## config.mk

```make
export PLATFORM = sky130hd
export DESIGN_NAME = fibonacci_control
export DESIGN_NICKNAME = d
export VERILOG_FILES = /design/src/rtl/fibonacci_control.sv
export SDC_FILE = /design/constraint.sdc
export NUM_CORES = 1
export LEC_CHECK = 0
export ABC_CLOCK_PERIOD_IN_PS = 2310
export BUFFER_PORTS_ARGS = -buffer_cell sky130_fd_sc_hd__buf_4
export CORE_UTILIZATION = 48
export DETAILED_ROUTE_END_ITERATION = 16
export PLACE_DENSITY = 0.87
export RECOVER_POWER = 100
export SLEW_MARGIN = 25
export SYNTH_ARGS = -nofsm -noshare
export SYNTH_HDL_FRONTEND = slang
export SYNTH_SLANG_ARGS = --single-unit
export TNS_END_PERCENT = 100
```

## constraint.sdc

```tcl
create_clock -name i_clock -period 2.31 [get_ports i_clock]
set_input_delay 0.1155 -clock i_clock [delete_from_list [all_inputs] [get_ports i_clock]]
set_output_delay 0.1155 -clock i_clock [all_outputs]
set_load 0.01 [all_outputs]
```

## src/rtl/fibonacci_control.sv

```systemverilog
// Control FSM for the fibonacci datapath: sequences seed load and iteration,
// captures F(N), and reports done/busy, adder overflow and watchdog aborts.
module fibonacci_control #(
  parameter int W        = 8,
  parameter int MAX_ITER = 255
) (
  input  logic         i_clock,
  input  logic         i_reset,
  input  logic         i_start,
  input  logic [W-1:0] i_n_req,
  input  logic         i_cmp_gt,
  input  logic         i_sum_carry,
  input  logic [W-1:0] i_fib_value,
  output logic         o_dp_init,
  output logic         o_dp_n1,
  output logic         o_dp_n2,
  output logic         o_dp_n3,
  output logic [W-1:0] o_dp_n,
  output logic         o_en_reg1,
  output logic         o_en_reg2,
  output logic         o_en_regn,
  output logic         o_en_count,
  output logic         o_busy,
  output logic         o_done,
  output logic [W-1:0] o_result,
  output logic         o_overflow,
  output logic         o_error
);

  localparam int IW = $clog2(MAX_ITER + 1);
  localparam logic [IW-1:0] ITER_LIMIT = IW'(MAX_ITER);

  typedef enum logic [1:0] {
    S_IDLE,
    S_INIT,
    S_RUN,
    S_DONE
  } state_t;

  state_t          r_state;
  state_t          w_next_state;
  logic [W-1:0]    r_n_q;
  logic [IW-1:0]   r_iter;
  logic [W-1:0]    r_result;
  logic            r_overflow;
  logic            r_error;
  logic            w_dp_en;
  logic            w_wd_hit;

  // Watchdog fires only while the datapath still wants to iterate.
  assign w_wd_hit = (r_state == S_RUN) && i_cmp_gt && (r_iter == ITER_LIMIT);

  // NOTE: sequential state uses non-blocking assignments so every register
  // samples pre-edge values regardless of block evaluation order.
  always_ff @(posedge i_clock) begin
    if (i_reset) begin
      r_state <= S_IDLE;
    end else begin
      r_state <= w_next_state;
    end
  end

  // NOTE: the default assignment first keeps this block free of inferred latches.
  always_comb begin
    w_next_state = r_state;
    case (r_state)
      S_IDLE: if (i_start) w_next_state = S_INIT;
      S_INIT: w_next_state = S_RUN;
      S_RUN:  if (!i_cmp_gt || w_wd_hit) w_next_state = S_DONE;
      S_DONE: w_next_state = S_IDLE;
      default: w_next_state = S_IDLE;
    endcase
  end

  always_comb begin
    o_dp_init = 1'b0;
    o_busy    = 1'b0;
    o_done    = 1'b0;
    w_dp_en   = 1'b0;
    case (r_state)
      S_INIT: begin
        o_dp_init = 1'b1;
        o_busy    = 1'b1;
        w_dp_en   = 1'b1;
      end
      S_RUN: begin
        o_busy  = 1'b1;
        w_dp_en = i_cmp_gt && !w_wd_hit;
      end
      S_DONE: o_done = 1'b1;
      default: ;
    endcase
  end

  always_ff @(posedge i_clock) begin
    if (i_reset) begin
      r_n_q      <= '0;
      r_iter     <= '0;
      r_result   <= '0;
      r_overflow <= 1'b0;
      r_error    <= 1'b0;
    end else begin
      case (r_state)
        S_IDLE: begin
          if (i_start) begin
            r_n_q      <= i_n_req;
            r_iter     <= '0;
            r_overflow <= 1'b0;
            r_error    <= 1'b0;
          end
        end
        S_RUN: begin
          if (w_wd_hit) begin
            r_error <= 1'b1;
          end else if (i_cmp_gt) begin
            r_iter     <= r_iter + 1'b1;
            r_overflow <= r_overflow | i_sum_carry;
          end else begin
            r_result <= i_fib_value;
          end
        end
        default: ;
      endcase
    end
  end

  // Seeds F(0)=0, F(1)=1, count=0 are only meaningful during the load cycle.
  assign o_dp_n1    = 1'b0;
  assign o_dp_n2    = o_dp_init;
  assign o_dp_n3    = 1'b0;
  assign o_dp_n     = r_n_q;
  assign o_en_reg1  = w_dp_en;
  assign o_en_reg2  = w_dp_en;
  assign o_en_regn  = w_dp_en;
  assign o_en_count = w_dp_en;
  assign o_result   = r_result;
  assign o_overflow = r_overflow;
  assign o_error    = r_error;

endmodule

```

==> reports/metrics.cfg, run 1 <==
[sta]
finalCriticalPeriod_ns = 2.14
max_clock_freq_ghz = 0.468
totalNegativeSetupSlack_ns = 0
rsz0062_at_grt = false
setup_viol = 0
worstMarginPinSlew_ns = 0.484
worst_clock_skew_ns = 0.00165
hold_viol_final = 0
fin_crit_sh_pct = 92.4
relSlewSlack_pct = 66.9
final_max_slew_viol_count = 0
hold_ws_ns = 0.0188

[setup_path]
cp.required_ns = 2.59
cp_max_fo = 10
critPathLaunch = r_state[0]$_SDFFE_PP0P_
end_kind = flop
path_cells = inv_1 -> ha_1 -> nor2b_4 -> or3_1 -> or4_1 -> a21boi_1
r2r_start = r_state[0]$_SDFFE_PP0P_
critical_path.slowest_cell = or3_1
worstSetupPathType = reg -> reg
slowest_delay_ns = 0.50
crit_path_start_kind = flop
cp_data_arrival_time_ns = 2.41

[clock_tree]
htreeDepth = 1
post-cts-setup-buffer-count = 0
cts_buffers = 3
clockBufferDepth = 2
clkTransAtPathRegs_ns = 0.15
cts_tree = built
numClockSinks = 28
root_buffer = clkbuf_4
insertion_delay_ns = 0.33

[finish]
syn_to_final_growth_pct = 23.7
n_antenna_cell = 0
utilization_pct = 62.2
nets = 243
drive_above_1_share_pct = 12.0

[detailed_routing]
wire_per_inst_um = 12.5
ant_nets = 0
drc = 0
viasPerCell = 5.43
routed_wirelength_mm = 3.08
drtIter0Drc = 44
num_vias = 1341
firstDrtPassIters = 4

[yosys]
ys_seq_area_share_pct = 40.8
avgSynthCellArea_sq_um = 8.03
netlist_instances = 171
ys_types = 35
ys_ff_latch = 28
synth_area_sq_mm = 0.00137
async_flop_share_pct = 0
synth_edf_count = 0
ys.flop_type = dfxtp_1
yosys_warnings = 0

[power]
peakVddDrop_uv = 665
clkPwrFrac_pct = 21.7
intPower_mw = 0.932
leakage_nw = 0.610
net-switching-power_mw = 0.558
comb_power_share_pct = 38.8
power_density_mw_per_mm2 = 877
pwr-share-seq_pct = 39.5
switching_share_pct = 37.5

[placed_design]
port_buffers = 46
gp_routability_congestion = 0.933
dpl.hpwl_mm = 2.10

[die]
die_area_sq_mm = 0.00308
coreArea_sq_mm = 0.00273
row_count = 19
die_y_um = 55.5
die_w_um = 55.5
start_util_pct = 50.3
ioPinCount = 49

[global_route]
grt_overflow = 0
grt_pass1_wl_mm = 4.82
antenna_found_initial = 0
grt_pass1_vias = 1094
grt_max_degree = 29
grt.total_usage_pct = 19.3

[min_path]
hp-class = in -> reg
hp-start = i_n_req[2]

[flow_run]
cap_violations = 0

[run_status]
outcome = complete, no violations

-- critical path: cells and delay by family (launching register included) --
family	cells	cell delay [ns]
compound gates	1	0.14
fa+ha+maj	1	0.27
buf+inv	1	0.08
flops	1	0.41
simple gates	3	1.18
-- synth_stat cells, types with 2 or more instances --
master / number / area [sq um]
o21ai_0: 8 / 40.0
a31oi_1: 3 / 18.8
nor2b_1: 5 / 31.3
ha_1: 5 / 62.6
nand2b_1: 3 / 18.8
nor2_1: 4 / 15.0
nand4b_1: 2 / 17.5
clkbuf_1: 7 / 26.3
nand2_1: 29 / 109
or3_1: 3 / 18.8
inv_1: 4 / 15.0
nand3_1: 17 / 85.1
dfxtp_1: 28 / 561
buf_4: 6 / 45.0
nand4_1: 3 / 18.8
or4_1: 2 / 15.0
buf_6: 2 / 22.5
a21oi_1: 23 / 115
-- metal layers --
metal	routed length, um	part of all wire (%)	vias up	global-route usage (%)
met5	0	0	-	0
met2	1480	48	56	31.0
met1	1410	46	600	25.9
li1	-	-	681	-
met4	36	1.2	0	7.50
met3	162	5.3	4	3.04
-- power by group through the flow --
stage	Sequential (mW)	Combinational, mW	Clock (mW)
floorplan	0.617	0.461	0
global placement	0.598	0.670	0
detailed placement	0.601	0.679	0
CTS	0.589	0.682	0.327
global route	0.596	0.650	0.354
finish	0.589	0.579	0.323
-- registers in the layout (all words and copies together) (netlist names) --
register	flops
o_error	1
r_state	2
o_result	8
o_overflow	1
r_iter	8
o_dp_n	8
-- metrics by stage --
| stage | area, sq um | power [mW] | setup WS (ns) | cells |
|---|---|---|---|---|
| 2_1_floorplan | 1380 | 1.08 | 0.245 | 172 |
| 3_3_place_gp | 1680 | 1.27 | 0.352 | 236 |
| 3_5_place_dp | 1680 | 1.28 | 0.289 | 236 |
| 4_1_cts | 1740 | 1.60 | 0.181 | 240 |
| 5_1_grt | 1700 | 1.60 | 0.0189 | 247 |
| 6_report | 1700 | 1.49 | 0.175 | 247 |
-- area by class of cell --
class	count	area [sq um]
fillers	258	1030
multi-input cells	125	703
flip-flops and latches	28	561
repair buffers	55	329
well taps	31	38.8
clock inverters	1	30.0
clock buffers	3	22.5
inverters	4	15.0
-- logic make-up (layout without fill, tap and decap cells) --
logic type | after synthesis | count (layout) | share of synthesized area [%]
multiplexers | 1 | 1 | 0.729
flip-flops | 28 | 28 | 40.8
AO/OA/AOI/OAI | 42 | 42 | 17.2
other | 1 | 2 | 0.273
adder cells (fa/ha/maj) | 5 | 5 | 4.55
buffers and inverters | 19 | 63 | 7.92
AND/OR/NAND/NOR | 75 | 75 | 28.5
-- cell usage in the layout (no fill, tap or decap), drive strengths merged, types with 2 or more instances in the layout --
master / Yosys / layout
buf: 8 / 21
inv: 4 / 4
nor2: 4 / 4
nor2b: 6 / 6
a21oi: 23 / 23
nand4b: 2 / 2
o21ai: 8 / 8
nand3: 17 / 17
nand2: 29 / 29
conb: 1 / 2
nand2b: 3 / 3
or3: 4 / 4
ha: 5 / 5
dfxtp: 28 / 28
or4: 2 / 2
dlygate4sd3: 0 / 7
nand4: 3 / 3
a21boi: 2 / 2
clkbuf: 7 / 30
a31oi: 3 / 3
-- what timing repair did --
| item | CTS | global route |
|---|---|---|
| hold buffers | 0 | 7 |
| gates resized for setup | 0 | 0 |
| endpoints found under the hold margin | 0 | 7 |
-- path summary, 6_finish.rpt --
kind	to	slack (ns)	depth (start not counted)
hold reg to reg	o_result[1]$_SDFFE_PP0P_	0.46	2
setup / recovery	r_iter[3]$_SDFFE_PP0P_	0.17	6
setup reg to reg	r_iter[3]$_SDFFE_PP0P_	0.17	6
hold / removal	o_dp_n[2]$_SDFFE_PP0P_	0.02	3
Note: power is estimated with default switching activity, not from simulation.
==> inputs of run 2 (changes only) <==
ABC_CLOCK_PERIOD_IN_PS = 2800   (was 2310)
CORE_UTILIZATION = 50   (was 48)
PLACE_DENSITY = 0.89   (was 0.87)
RECOVER_POWER = 50   (was 100)
clock period = 2.8 ns   (was 2.31 ns; I/O delays follow)
==> run 2 against run 1 <==
Power down 16%. Cell area down 3.7%. Flip-flop and latch count unchanged. Register-to-register slack better by 0.41 ns. Sequential power down 17%. Count of clock-buffer cells in the layout unchanged. Combinational power down 15%. Clock power down 18%. Worst setup slack better by 0.23 ns. Critical path type is now reg -> out. Highest routed layer unchanged.
==> reports/metrics.cfg, run 2 (synthesized netlist as in run 1, its figures left out) <==
[die]
die_w_um = 54.4  ; was 55.5 um
die_y_um = 54.4  ; was 55.5 um
ioPinCount = 49  ; unchanged
start_util_pct = 54.0  ; was 50.3%
die_area_sq_mm = 0.00296  ; was 0.00308 sq mm
coreArea_sq_mm = 0.00254  ; was 0.00273 sq mm
row_count = 18  ; was 19

[sta]
totalNegativeSetupSlack_ns = 0  ; unchanged
setup_viol = 0  ; unchanged
fin_crit_sh_pct = 85.6
worstMarginPinSlew_ns = 0.550  ; was 0.484 ns
worst_clock_skew_ns = 0.00437  ; was 0.00165 ns
rsz0062_at_grt = false  ; unchanged
final_max_slew_viol_count = 0  ; unchanged
max_clock_freq_ghz = 0.417
finalCriticalPeriod_ns = 2.40
hold_viol_final = 0  ; unchanged
relSlewSlack_pct = 62.4  ; was 66.9%

[clock_tree]
clkTransAtPathRegs_ns = 0.15  ; about the same
cts_buffers = 3  ; unchanged
holdBufCountCts = 0  ; unchanged
cts_resized = 0  ; unchanged
root_buffer = clkbuf_4  ; unchanged
insertion_delay_ns = 0.33  ; about the same
clockBufferDepth = 2  ; unchanged
numClockSinks = 28  ; unchanged
cts_tree = built  ; unchanged
post-cts-setup-buffer-count = 0  ; unchanged
htreeDepth = 1  ; unchanged

[power]
clkPwrFrac_pct = 21.3  ; was 21.7%
pwr-share-seq_pct = 39.1  ; was 39.5%
power_density_mw_per_mm2 = 760  ; was 877 mW/mm^2
peakVddDrop_uv = 661  ; was 665 uV
switching_share_pct = 37.0  ; was 37.5%
intPower_mw = 0.784  ; was 0.932 mW
leakage_nw = 0.591  ; was 0.610 nW
comb_power_share_pct = 39.7  ; was 38.8%
total_power_mw = 1.24  ; was 1.49 mW
net-switching-power_mw = 0.460  ; was 0.558 mW

[finish]
design_area_sq_mm = 0.00164  ; was 0.00170 sq mm
n_antenna_cell = 0  ; unchanged
mostFrequentLayoutCells = nand2_1, dfxtp_1, buf_4  ; was nand2_1, dfxtp_1, clkbuf_1
final_common_cell = nand2_1  ; unchanged
n_fill_cell = 243  ; was 258
syn_to_final_growth_pct = 19.1  ; was 23.7%
drive_above_1_share_pct = 14.5  ; was 12.0%
nets = 234  ; was 243

[setup_path]
cp_data_arrival_time_ns = 2.26  ; was 2.41 ns
cp.depth = 6  ; unchanged
crit_path_start_kind = flop  ; unchanged
cp_max_fo = 15  ; was 10
path_cells = inv_1 -> ha_1 -> nand2_1 -> o21bai_1 -> a21boi_0 -> buf_4  ; was inv_1 -> ha_1 -> nor2b_4 -> or3_1 -> or4_1 -> a21boi_1
r2r_cells = 6  ; unchanged
end_kind = output pin  ; was flop
cp_num_buf_inv = 2  ; was 1
worstSetupPathType = reg -> out  ; was reg -> reg
crit_family = compound AO/OA/AOI/OAI gates  ; was simple AND/OR/NAND/NOR gates
critical_path.slowest_cell = ha_1  ; was or3_1
slowest_delay_ns = 0.45  ; was 0.50 ns
cp.required_ns = 2.66  ; was 2.59 ns

[detailed_routing]
num_vias = 1332  ; was 1341
drc = 0  ; unchanged
viasPerCell = 5.62  ; was 5.43
wire_per_inst_um = 12.7  ; was 12.5 um
firstDrtPassIters = 4  ; unchanged
drtIter0Drc = 26  ; was 44
ant_nets = 0  ; unchanged
routed_wirelength_mm = 3.01  ; was 3.08 mm

[global_route]
grt.total_usage_pct = 21.4  ; was 19.3%
grt_max_degree = 29  ; unchanged
antenna_found_initial = 0  ; unchanged
grt_pass1_vias = 1122  ; was 1094
grt_overflow = 0  ; unchanged
grt_pass1_wl_mm = 4.61  ; was 4.82 mm

[placed_design]
dpl.hpwl_mm = 2.22  ; was 2.10 mm
gp_routability_congestion = 0.772  ; was 0.933
port_buffers = 46  ; unchanged
placed_area_sq_mm = 0.00167  ; was 0.00168 sq mm

[run_status]
outcome = complete, no violations  ; unchanged

[flow_run]
cap_violations = 0  ; unchanged

[min_path]
hold_depth = 3  ; unchanged
hp-class = in -> reg  ; unchanged

[run 2: final timing paths]
check	from	end	slack, ns
max	r_state[0]$_SDFFE_PP0P_	o_en_reg1	0.40
max reg2reg	r_state[0]$_SDFFE_PP0P_	r_iter[3]$_SDFFE_PP0P_	0.58
min	i_fib_value[1]	o_result[1]$_SDFFE_PP0P_	0.04
min reg2reg	o_result[3]$_SDFFE_PP0P_	o_result[3]$_SDFFE_PP0P_	0.47
[run 2: power groups by stage]
stage                     sequential [mW]  clock (mW)  combinational [mW]
after floorplan                     0.509           0               0.380
after global placement              0.492           0               0.529
after detailed placement            0.496           0               0.545
after CTS                           0.486       0.267               0.548
after global routing                0.494       0.286               0.547
final                               0.486       0.265               0.494
[run 2: area by class of cell]
type | count | area, sq um | share of cell area [%]
multi-input combinational | 125 | 708 | 43.3
sequential | 28 | 561 | 34.3
timing repair buffer | 46 | 263 | 16.1
tap | 30 | 37.5 | 2.29
clock inverter | 1 | 30.0 | 1.83
clock buffer | 3 | 22.5 | 1.38
inverter | 4 | 15.0 | 0.917
[run 2: per-layer routing]
metal | wire, um | GRT usage (%) | vias to the layer above | part of all wire, %
met1 | 1330 | 26.5 | 632 | 44
met3 | 148 | 2.78 | 5 | 4.9
li1 | - | - | 659 | -
met2 | 1500 | 36.8 | 36 | 50
met4 | 39 | 8.97 | 0 | 1.3
met5 | 0 | 0 | - | 0
[run 2: through the flow]
stage	setup slack, ns	std cells	hold slack [ns]	util (%)
floorplan	0.735	172	0.276	-
global placement	0.709	233	0.393	65.5
detailed placement	0.612	233	0.402	65.5
CTS	0.410	237	0.0369	67.6
global route	0.175	237	0.0271	64.3
finish	0.402	237	0.0361	64.3
[run 2: worst min-delay path: cells and delay by family]
kind            cells  cell delay [ns]
compound gates      1             0.05
simple gates        1             0.05
buf+inv             1             0.11
